--- src/rtl/muldiv_unit_pkg.sv ---
// Shared op codes and op-decode helpers for the iterative RV32M multiply/divide unit.
package muldiv_unit_pkg;

    localparam int unsigned OP_W = 5;

    localparam logic [OP_W-1:0] OP_MUL    = 5'h10;
    localparam logic [OP_W-1:0] OP_MULH   = 5'h11;
    localparam logic [OP_W-1:0] OP_MULHSU = 5'h12;
    localparam logic [OP_W-1:0] OP_MULHU  = 5'h13;
    localparam logic [OP_W-1:0] OP_DIV    = 5'h14;
    localparam logic [OP_W-1:0] OP_DIVU   = 5'h15;
    localparam logic [OP_W-1:0] OP_REM    = 5'h16;
    localparam logic [OP_W-1:0] OP_REMU   = 5'h17;

    typedef struct packed {
        logic is_mul;
        logic hi;
        logic rem;
        logic sgn1;
        logic sgn2;
    } op_dec_t;

    function automatic logic is_muldiv(input logic [OP_W-1:0] op);
        return op[4:3] == 2'b10;
    endfunction

    // Low three bits select the operation within the M group.
    function automatic op_dec_t decode_op(input logic [2:0] f);
        op_dec_t d;
        d.is_mul = ~f[2];
        d.hi     = ~f[2] & (f[1:0] != 2'b00);
        d.rem    = f[2] & f[1];
        d.sgn1   = f[2] ? ~f[0] : (f[1:0] != 2'b11);
        d.sgn2   = f[2] ? ~f[0] : ~f[1];
        return d;
    endfunction

endpackage

--- src/rtl/muldiv_unit_if.sv ---
// Request/response bundle between the EX stage and the multiply/divide unit.
interface muldiv_unit_if
    import muldiv_unit_pkg::*;
#(
    parameter int unsigned XLEN = 32
) ();
    logic            start;
    logic            in_ready;
    logic [OP_W-1:0] op;
    logic [XLEN-1:0] r1;
    logic [XLEN-1:0] r2;
    logic            kill;
    logic            done;
    logic [XLEN-1:0] res;
    logic            div_zero;
    logic            illegal_op;

    modport master (
        output start, op, r1, r2, kill,
        input  in_ready, done, res, div_zero, illegal_op
    );

    modport slave (
        input  start, op, r1, r2, kill,
        output in_ready, done, res, div_zero, illegal_op
    );
endinterface

--- src/rtl/muldiv_unit_step.sv ---
// One shift-add (multiply) or restoring trial-subtract (divide) iteration.
module muldiv_step #(
    parameter int unsigned XLEN = 32
) (
    input  logic            is_mul,
    input  logic [XLEN-1:0] b_i,
    input  logic [XLEN:0]   acc_i,
    input  logic [XLEN-1:0] lo_i,
    output logic [XLEN:0]   acc_c,
    output logic [XLEN-1:0] lo_c
);
    logic [XLEN:0]   sum;
    logic [XLEN:0]   shl;
    logic [XLEN+1:0] diff;

    always_comb begin
        sum  = acc_i + (lo_i[0] ? {1'b0, b_i} : '0);
        shl  = {acc_i[XLEN-1:0], lo_i[XLEN-1]};
        diff = {1'b0, shl} - {2'b00, b_i};
        if (is_mul) begin
            acc_c = {1'b0, sum[XLEN:1]};
            lo_c  = {sum[0], lo_i[XLEN-1:1]};
        end else if (diff[XLEN+1]) begin
            acc_c = shl;
            lo_c  = {lo_i[XLEN-2:0], 1'b0};
        end else begin
            acc_c = diff[XLEN:0];
            lo_c  = {lo_i[XLEN-2:0], 1'b1};
        end
    end
endmodule

--- src/rtl/muldiv_unit.sv ---
// Iterative RV32M multiply/divide unit: FSM, operand/sign capture, step chain and sign fixup.
module muldiv_unit
    import muldiv_unit_pkg::*;
#(
    parameter int unsigned XLEN   = 32,
    parameter int unsigned UNROLL = 1
) (
    input logic          clk,
    input logic          reset,
    muldiv_unit_if.slave bus
);
    localparam int unsigned N     = XLEN / UNROLL;
    localparam int unsigned CNT_W = (N > 1) ? $clog2(N) : 1;
    localparam logic [XLEN-1:0] XMIN = {1'b1, {(XLEN-1){1'b0}}};

    typedef enum logic [1:0] {IDLE, CALC, FIXUP, DONE} state_e;

    state_e            state_q, state_d;
    logic [CNT_W-1:0]  cnt_q, cnt_d;
    logic [XLEN:0]     acc_q, acc_d;
    logic [XLEN-1:0]   lo_q, lo_d, b_q, b_d, res_q, res_d;
    op_dec_t           dec_q, dec_d;
    logic              neg_q, neg_d;
    logic              done_q, done_d, div_zero_q, div_zero_d;
    logic              illegal_op_q, illegal_op_d, in_ready_q, in_ready_d;

    logic              accept, legal, s1, s2, dz, ovf, fast;
    op_dec_t           dec;
    logic [XLEN-1:0]   mag1, mag2, fast_res, div_v, div_s, fix_res;
    logic [2*XLEN-1:0] prod, prod_s;
    logic [XLEN:0]     acc_step;
    logic [XLEN-1:0]   lo_step;

    // Chain of UNROLL iterations, each stage fed by the previous one.
    for (genvar g = 0; g < UNROLL; g++) begin : g_step
        logic [XLEN:0]   acc_in, acc_out;
        logic [XLEN-1:0] lo_in, lo_out;
        if (g == 0) begin : g_first
            assign acc_in = acc_q;
            assign lo_in  = lo_q;
        end else begin : g_next
            assign acc_in = g_step[g-1].acc_out;
            assign lo_in  = g_step[g-1].lo_out;
        end
        muldiv_step #(.XLEN(XLEN)) u_step (
            .is_mul (dec_q.is_mul),
            .b_i    (b_q),
            .acc_i  (acc_in),
            .lo_i   (lo_in),
            .acc_c  (acc_out),
            .lo_c   (lo_out)
        );
    end
    assign acc_step = g_step[UNROLL-1].acc_out;
    assign lo_step  = g_step[UNROLL-1].lo_out;

    // Accept-time decode: magnitudes, special cases and their immediate results.
    always_comb begin
        accept   = bus.start & in_ready_q & ~bus.kill;
        legal    = is_muldiv(bus.op);
        dec      = decode_op(bus.op[2:0]);
        s1       = dec.sgn1 & bus.r1[XLEN-1];
        s2       = dec.sgn2 & bus.r2[XLEN-1];
        mag1     = s1 ? -bus.r1 : bus.r1;
        mag2     = s2 ? -bus.r2 : bus.r2;
        dz       = legal & ~dec.is_mul & (bus.r2 == '0);
        ovf      = legal & ~dec.is_mul & dec.sgn1 & (bus.r1 == XMIN) & (bus.r2 == '1);
        fast     = ~legal | dz | ovf;
        fast_res = '0;
        if (legal && dz) begin
            fast_res = dec.rem ? bus.r1 : '1;
        end else if (legal && ovf) begin
            fast_res = dec.rem ? '0 : XMIN;
        end
    end

    // Sign correction of the finished magnitude result.
    always_comb begin
        prod    = {acc_q[XLEN-1:0], lo_q};
        prod_s  = neg_q ? -prod : prod;
        div_v   = dec_q.rem ? acc_q[XLEN-1:0] : lo_q;
        div_s   = neg_q ? -div_v : div_v;
        fix_res = div_s;
        if (dec_q.is_mul) begin
            fix_res = dec_q.hi ? prod_s[2*XLEN-1:XLEN] : prod_s[XLEN-1:0];
        end
    end

    always_ff @(posedge clk or negedge reset) begin
        if (!reset) state_q <= IDLE;
        else        state_q <= state_d;
    end

    always_comb begin
        state_d = state_q;
        case (state_q)
            IDLE, DONE: state_d = accept ? (fast ? DONE : CALC) : IDLE;
            CALC: begin
                if (bus.kill)          state_d = IDLE;
                else if (cnt_q == '0)  state_d = FIXUP;
            end
            FIXUP:   state_d = bus.kill ? IDLE : DONE;
            default: state_d = IDLE;
        endcase
    end

    always_comb begin
        cnt_d        = cnt_q;
        acc_d        = acc_q;
        lo_d         = lo_q;
        b_d          = b_q;
        dec_d        = dec_q;
        neg_d        = neg_q;
        res_d        = res_q;
        illegal_op_d = illegal_op_q;
        div_zero_d   = 1'b0;
        done_d       = (state_d == DONE);
        in_ready_d   = (state_d == IDLE) || (state_d == DONE);
        case (state_q)
            CALC: begin
                acc_d = acc_step;
                lo_d  = lo_step;
                cnt_d = cnt_q - CNT_W'(1);
            end
            FIXUP: if (!bus.kill) res_d = fix_res;
            default: ;
        endcase
        if (accept) begin
            illegal_op_d = ~legal;
            dec_d        = dec;
            if (fast) begin
                res_d      = fast_res;
                div_zero_d = dz;
            end else begin
                cnt_d = CNT_W'(N - 1);
                acc_d = '0;
                lo_d  = dec.is_mul ? mag2 : mag1;
                b_d   = dec.is_mul ? mag1 : mag2;
                neg_d = (dec.is_mul || !dec.rem) ? (s1 ^ s2) : s1;
            end
        end
    end

    always_ff @(posedge clk or negedge reset) begin
        if (!reset) begin
            cnt_q        <= '0;
            acc_q        <= '0;
            lo_q         <= '0;
            b_q          <= '0;
            dec_q        <= '0;
            neg_q        <= 1'b0;
            res_q        <= '0;
            done_q       <= 1'b0;
            div_zero_q   <= 1'b0;
            illegal_op_q <= 1'b0;
            in_ready_q   <= 1'b1;
        end else begin
            cnt_q        <= cnt_d;
            acc_q        <= acc_d;
            lo_q         <= lo_d;
            b_q          <= b_d;
            dec_q        <= dec_d;
            neg_q        <= neg_d;
            res_q        <= res_d;
            done_q       <= done_d;
            div_zero_q   <= div_zero_d;
            illegal_op_q <= illegal_op_d;
            in_ready_q   <= in_ready_d;
        end
    end

    assign bus.in_ready   = in_ready_q;
    assign bus.done       = done_q;
    assign bus.res        = res_q;
    assign bus.div_zero   = div_zero_q;
    assign bus.illegal_op = illegal_op_q;
endmodule

--- src/flat_wrapper.sv ---
// flat-port wrapper written by rule: the top's interface ports become plain ports
module muldiv_unit_flat import muldiv_unit_pkg::*;
#(
    parameter int unsigned XLEN   = 32,
    parameter int unsigned UNROLL = 1
)
  (clk, reset, bus_start, bus_op, bus_r1, bus_r2, bus_kill, bus_in_ready, bus_done, bus_res, bus_div_zero, bus_illegal_op);
  muldiv_unit_if #(.XLEN(XLEN)) bus_i ();
  input logic clk;
  input logic reset;
  input wire logic [$bits(bus_i.start)-1:0] bus_start;
  input wire logic [$bits(bus_i.op)-1:0] bus_op;
  input wire logic [$bits(bus_i.r1)-1:0] bus_r1;
  input wire logic [$bits(bus_i.r2)-1:0] bus_r2;
  input wire logic [$bits(bus_i.kill)-1:0] bus_kill;
  output wire logic [$bits(bus_i.in_ready)-1:0] bus_in_ready;
  output wire logic [$bits(bus_i.done)-1:0] bus_done;
  output wire logic [$bits(bus_i.res)-1:0] bus_res;
  output wire logic [$bits(bus_i.div_zero)-1:0] bus_div_zero;
  output wire logic [$bits(bus_i.illegal_op)-1:0] bus_illegal_op;
  assign bus_i.start = bus_start;
  assign bus_i.op = bus_op;
  assign bus_i.r1 = bus_r1;
  assign bus_i.r2 = bus_r2;
  assign bus_i.kill = bus_kill;
  assign bus_in_ready = bus_i.in_ready;
  assign bus_done = bus_i.done;
  assign bus_res = bus_i.res;
  assign bus_div_zero = bus_i.div_zero;
  assign bus_illegal_op = bus_i.illegal_op;
  muldiv_unit #(.XLEN(XLEN), .UNROLL(UNROLL)) u_core (.clk(clk), .reset(reset), .bus(bus_i));
endmodule
--- config.mk ---
export PLATFORM = sky130hd
export DESIGN_NAME = muldiv_unit_flat
export DESIGN_NICKNAME = d
export VERILOG_FILES = /design/src/rtl/muldiv_unit_pkg.sv /design/src/rtl/muldiv_unit_if.sv /design/src/rtl/muldiv_unit_step.sv /design/src/rtl/muldiv_unit.sv /design/src/flat_wrapper.sv
export SDC_FILE = /design/constraint.sdc
export NUM_CORES = 1
export LEC_CHECK = 0
export ABC_AREA = 1
export BUFFER_PORTS_ARGS = -buffer_cell sky130_fd_sc_hd__buf_2
export CAP_MARGIN = 20
export CORE_AREA = 2 2 212 214
export CTS_BUF_LIST = sky130_fd_sc_hd__clkbuf_2
export CTS_CLUSTER_DIAMETER = 30
export CTS_CLUSTER_SIZE = 20
export DETAILED_ROUTE_END_ITERATION = 6
export DIE_AREA = 0 0 214 216
export PLACE_DENSITY = 0.59
export SYNTH_ARGS = -nofsm -noshare
export SYNTH_HDL_FRONTEND = slang
export SYNTH_HIERARCHICAL = 1
export SYNTH_SLANG_ARGS = --single-unit
--- constraint.sdc ---
create_clock -name clk -period 3.5 [get_ports clk]
set_clock_uncertainty 0.1 [all_clocks]
set_input_delay 0.525 -clock clk [delete_from_list [all_inputs] [get_ports clk]]
set_output_delay 0.525 -clock clk [all_outputs]
set_load 0.005 [all_outputs]
==> results.cfg <==
[worst_setup_path]
critPathKind = reg -> reg
crit_path_start = u_core/acc_q[13]$_DFF_PN0_
ff2ff_setup_slack_ps = 210
slowest_stage = dfrtp_1
r2r_cells = 15
worstPathCellList = ha_1 > nand2_1 > nor2_2 > nand2_1 > nand2_1 > inv_2 > nand2_4 > nand2_4 > nand2_4 > nand2_1 > nand2_1 > nand2_1 > nand2_1 > o211ai_1 > inv_1
cp_max_fo = 34
timing.rr.start = u_core/acc_q[13]$_DFF_PN0_
worstPathArrival_ps = 4120
required_ps = 4330
cp_common_cell = nand2_1
critPathCaptureType = flop
max_stage_delay_ps = 680
r2r-end = u_core/acc_q[25]$_DFF_PN0_
crit_path_end = u_core/acc_q[25]$_DFF_PN0_
start_kind = flop

[timing]
finalMaxSlewViolations = 0
tightest_slew_ps = 1200
rsz0062_at_grt = false
post-route-min-period_ps = 3290
finalHoldViolCount = 0
setup_viol = 0
fin_ws_ps = 207
period_share_pct = 94.1
slew-limit-headroom_pct = 19.9
max_clock_freq_mhz = 304
tns_ps = 0

[clock_tree]
path_clk_slew_ps = 310
cts_tree = built
clk_latency_ps = 980
cts_root_buf = clkbuf_2
cts_sinks = 144
postCtsSetupBuffers = 0
htreeDepth = 4
clk_path_buf_depth = 2
cts_buffers = 17

[power]
p_int_mw = 8.96
powerDensity_nw_per_um2 = 1160
peakVddDrop_v = 0.000468
p_leak_nw = 11.6
switchingPower_mw = 16.3
swShare_pct = 64.5
comb_power_share_pct = 79.3
seq_power_share_pct = 16.2
pwr-share-clk_pct = 4.4

[yosys]
yosys_warnings = 6
synth_area_leader_cell = nand2_1
syn-num-nets = 3684
ys_types = 52
synth_area_leaders = nand2_1 24%, dfrtp_1 18%, inv_1 9.0%, nand3_1 7.8%, o21ai_0 6.1%
syn_inst = 3536
synth_seq_cells = 144
synth_area_sq_um = 19600
synth-seq-area-share_pct = 18.3
syn_avg_cell_area_sq_um = 5.56
synth_top_area_share_pct = 24.1

[drt]
via_count = 24800
route.detailed.drc = 0
drtIter0Drc = 3448
wl_um = 99300
ant_nets = 0
wl_per_cell_um = 23.2
via_per_inst = 5.80
dr.pass1.iters = 7

[final_layout]
post-route-util_pct = 49.8
area_growth_syn_to_layout_pct = 11.1
drive_gt1_share_pct = 8.98
ff_latch_area_sq_um = 3610
layout_commonest_cell = nand2_1
most-common-layout-cells = 1,262 x nand2_1, 470 x inv_1, 306 x nand3_1, 306 x nor2_1, 241 x o21ai_0
final_nets = 3820
multi_input_area_sq_um = 13500
fillers = 4833

[floorplan]
dieArea_sq_um = 46200
start_util_pct = 44.8
core_sq_um = 43800
die_h_um = 216
fp-row-count = 77
pin_count = 109
die_x_um = 214

[outcome]
outcome = finished clean

[worst_hold_path]
holdCritPathClass = in -> reg
holdCritStartpoint = bus_r2[27]

[global_route]
grtUsageTotal_pct = 42.4
antenna_found_initial = 3
grt_pass1_wl_um = 147000
grt_pass1_vias = 23400
grt_max_degree = 90
grt_overflow = 0

[job]
maxCapViolations = 0

[place]
place.gp.congestion = 1.04
hpwlAfterDp_um = 79100
dp_slack_ps = 359
port_buffers = 108
synth_stat cells (all sizes together):
cell    number
nor3        27
nor4         7
dfstp        1
nand4       54
nand2     1283
xor2        50
a21o         5
nor3b        2
ha          73
o21a        27
o22ai        6
mux2i        1
dfrtp      143
nand3b      38
nor2       335
a22oi        4
inv        485
or2         16
o31ai        1
and2         7
a21oi      117
o21ai      295
a31oi        8
clkinv       2
nand3      314
o21bai       9
clkbuf      61
xnor2       25
fa           2
a21boi       3
buf         70
o211ai      65
cells by family after synthesis:
| group | Yosys count | share of synthesized area [%] |
|---|---|---|
| muxes | 1 | 0.0510 |
| AOI/OAI and AO/OA | 540 | 15.8 |
| buffers and inverters | 618 | 12.8 |
| xor gates and xnor gates | 75 | 3.34 |
| and+or+nand+nor | 2083 | 44.8 |
| DFF | 144 | 18.3 |
| adders and majority gates | 75 | 4.85 |
layout make-up:
class | instances | area share [%]
multi-input combinational | 2774 | 62.0
sequential | 144 | 16.5
timing repair buffer | 248 | 8.46
inverter | 487 | 8.37
tap | 592 | 3.39
clock inverter | 15 | 0.860
clock buffer | 17 | 0.390
antenna | 2 | 0.0229
layer usage:
layer	vias up	global-route usage (%)	wire length [um]
li1	11600	-	-
met1	11500	51.8	37900
met2	1427	67.1	43800
met3	321	8.32	9800
met4	2	29.8	7750
met5	-	0	14
power by group through the flow:
| stage | clock network (mW) | registers [mW] | logic [mW] |
|---|---|---|---|
| after floorplan | 0 | 3.27 | 12.9 |
| after global placement | 0 | 4.03 | 18.9 |
| after detailed placement | 0 | 4.04 | 19.0 |
| after CTS | 1.15 | 4.00 | 19.2 |
| after global routing | 1.22 | 4.13 | 21.7 |
| final | 1.12 | 4.10 | 20.0 |
through the flow:
stage	instances	instance area (sq um)	hold WS, ps	total power, mW
after CTS	4277	21800	0.261	24.3
final	4279	21800	116	25.2
after global routing	4279	21800	61.3	27.1
after detailed placement	4182	20900	384	23.1
after floorplan	3536	19600	129	16.1
after global placement	4182	20900	374	22.9
how the worst min path moves through the flow:
| stage | endpoint | cells after the start | slack [ps] |
|---|---|---|---|
| 2_1_floorplan | u_core/acc_q[0]$_DFF_PN0_ | 0 | 130 |
| 3_3_place_gp | u_core/bus.illegal_op$_DFFE_PN0P_ | 2 | 370 |
| 3_5_place_dp | u_core/bus.illegal_op$_DFFE_PN0P_ | 2 | 380 |
| 4_1_cts | u_core/g_step[0].lo_in[12]$_DFF_PN0_ | 5 | 0.3 |
| 5_1_grt | u_core/b_q[27]$_DFFE_PN0P_ | 5 | 60 |
| 6_report | u_core/b_q[27]$_DFFE_PN0P_ | 5 | 120 |
registers in the layout, summed over array words and instances (netlist names):
signal,flops
u_core/dec_q,3
u_core/bus.div_zero,1
u_core/g_step.lo_in,32
u_core/bus.res,32
u_core/bus.illegal_op,1
u_core/neg_q,1
u_core/cnt_q,5
u_core/b_q,32
u_core/acc_q,33
u_core/state_q,2
u_core/bus.done,1
u_core/bus.in_ready,1
worst max-delay path, delay by kind of cell, from the launching register on:
family | cells | cell delay (ps)
fa+ha+maj | 1 | 530
flops | 1 | 680
compound gates | 1 | 90
simple gates | 11 | 1710
buf+inv | 2 | 150
what timing repair did:
| action | CTS | global route |
|---|---|---|
| hold endpoints to repair | 216 | 0 |
| hold buffers | 63 | 0 |
| gates resized for setup | 0 | 0 |
No activity file was read; power rests on OpenSTA's default activity.
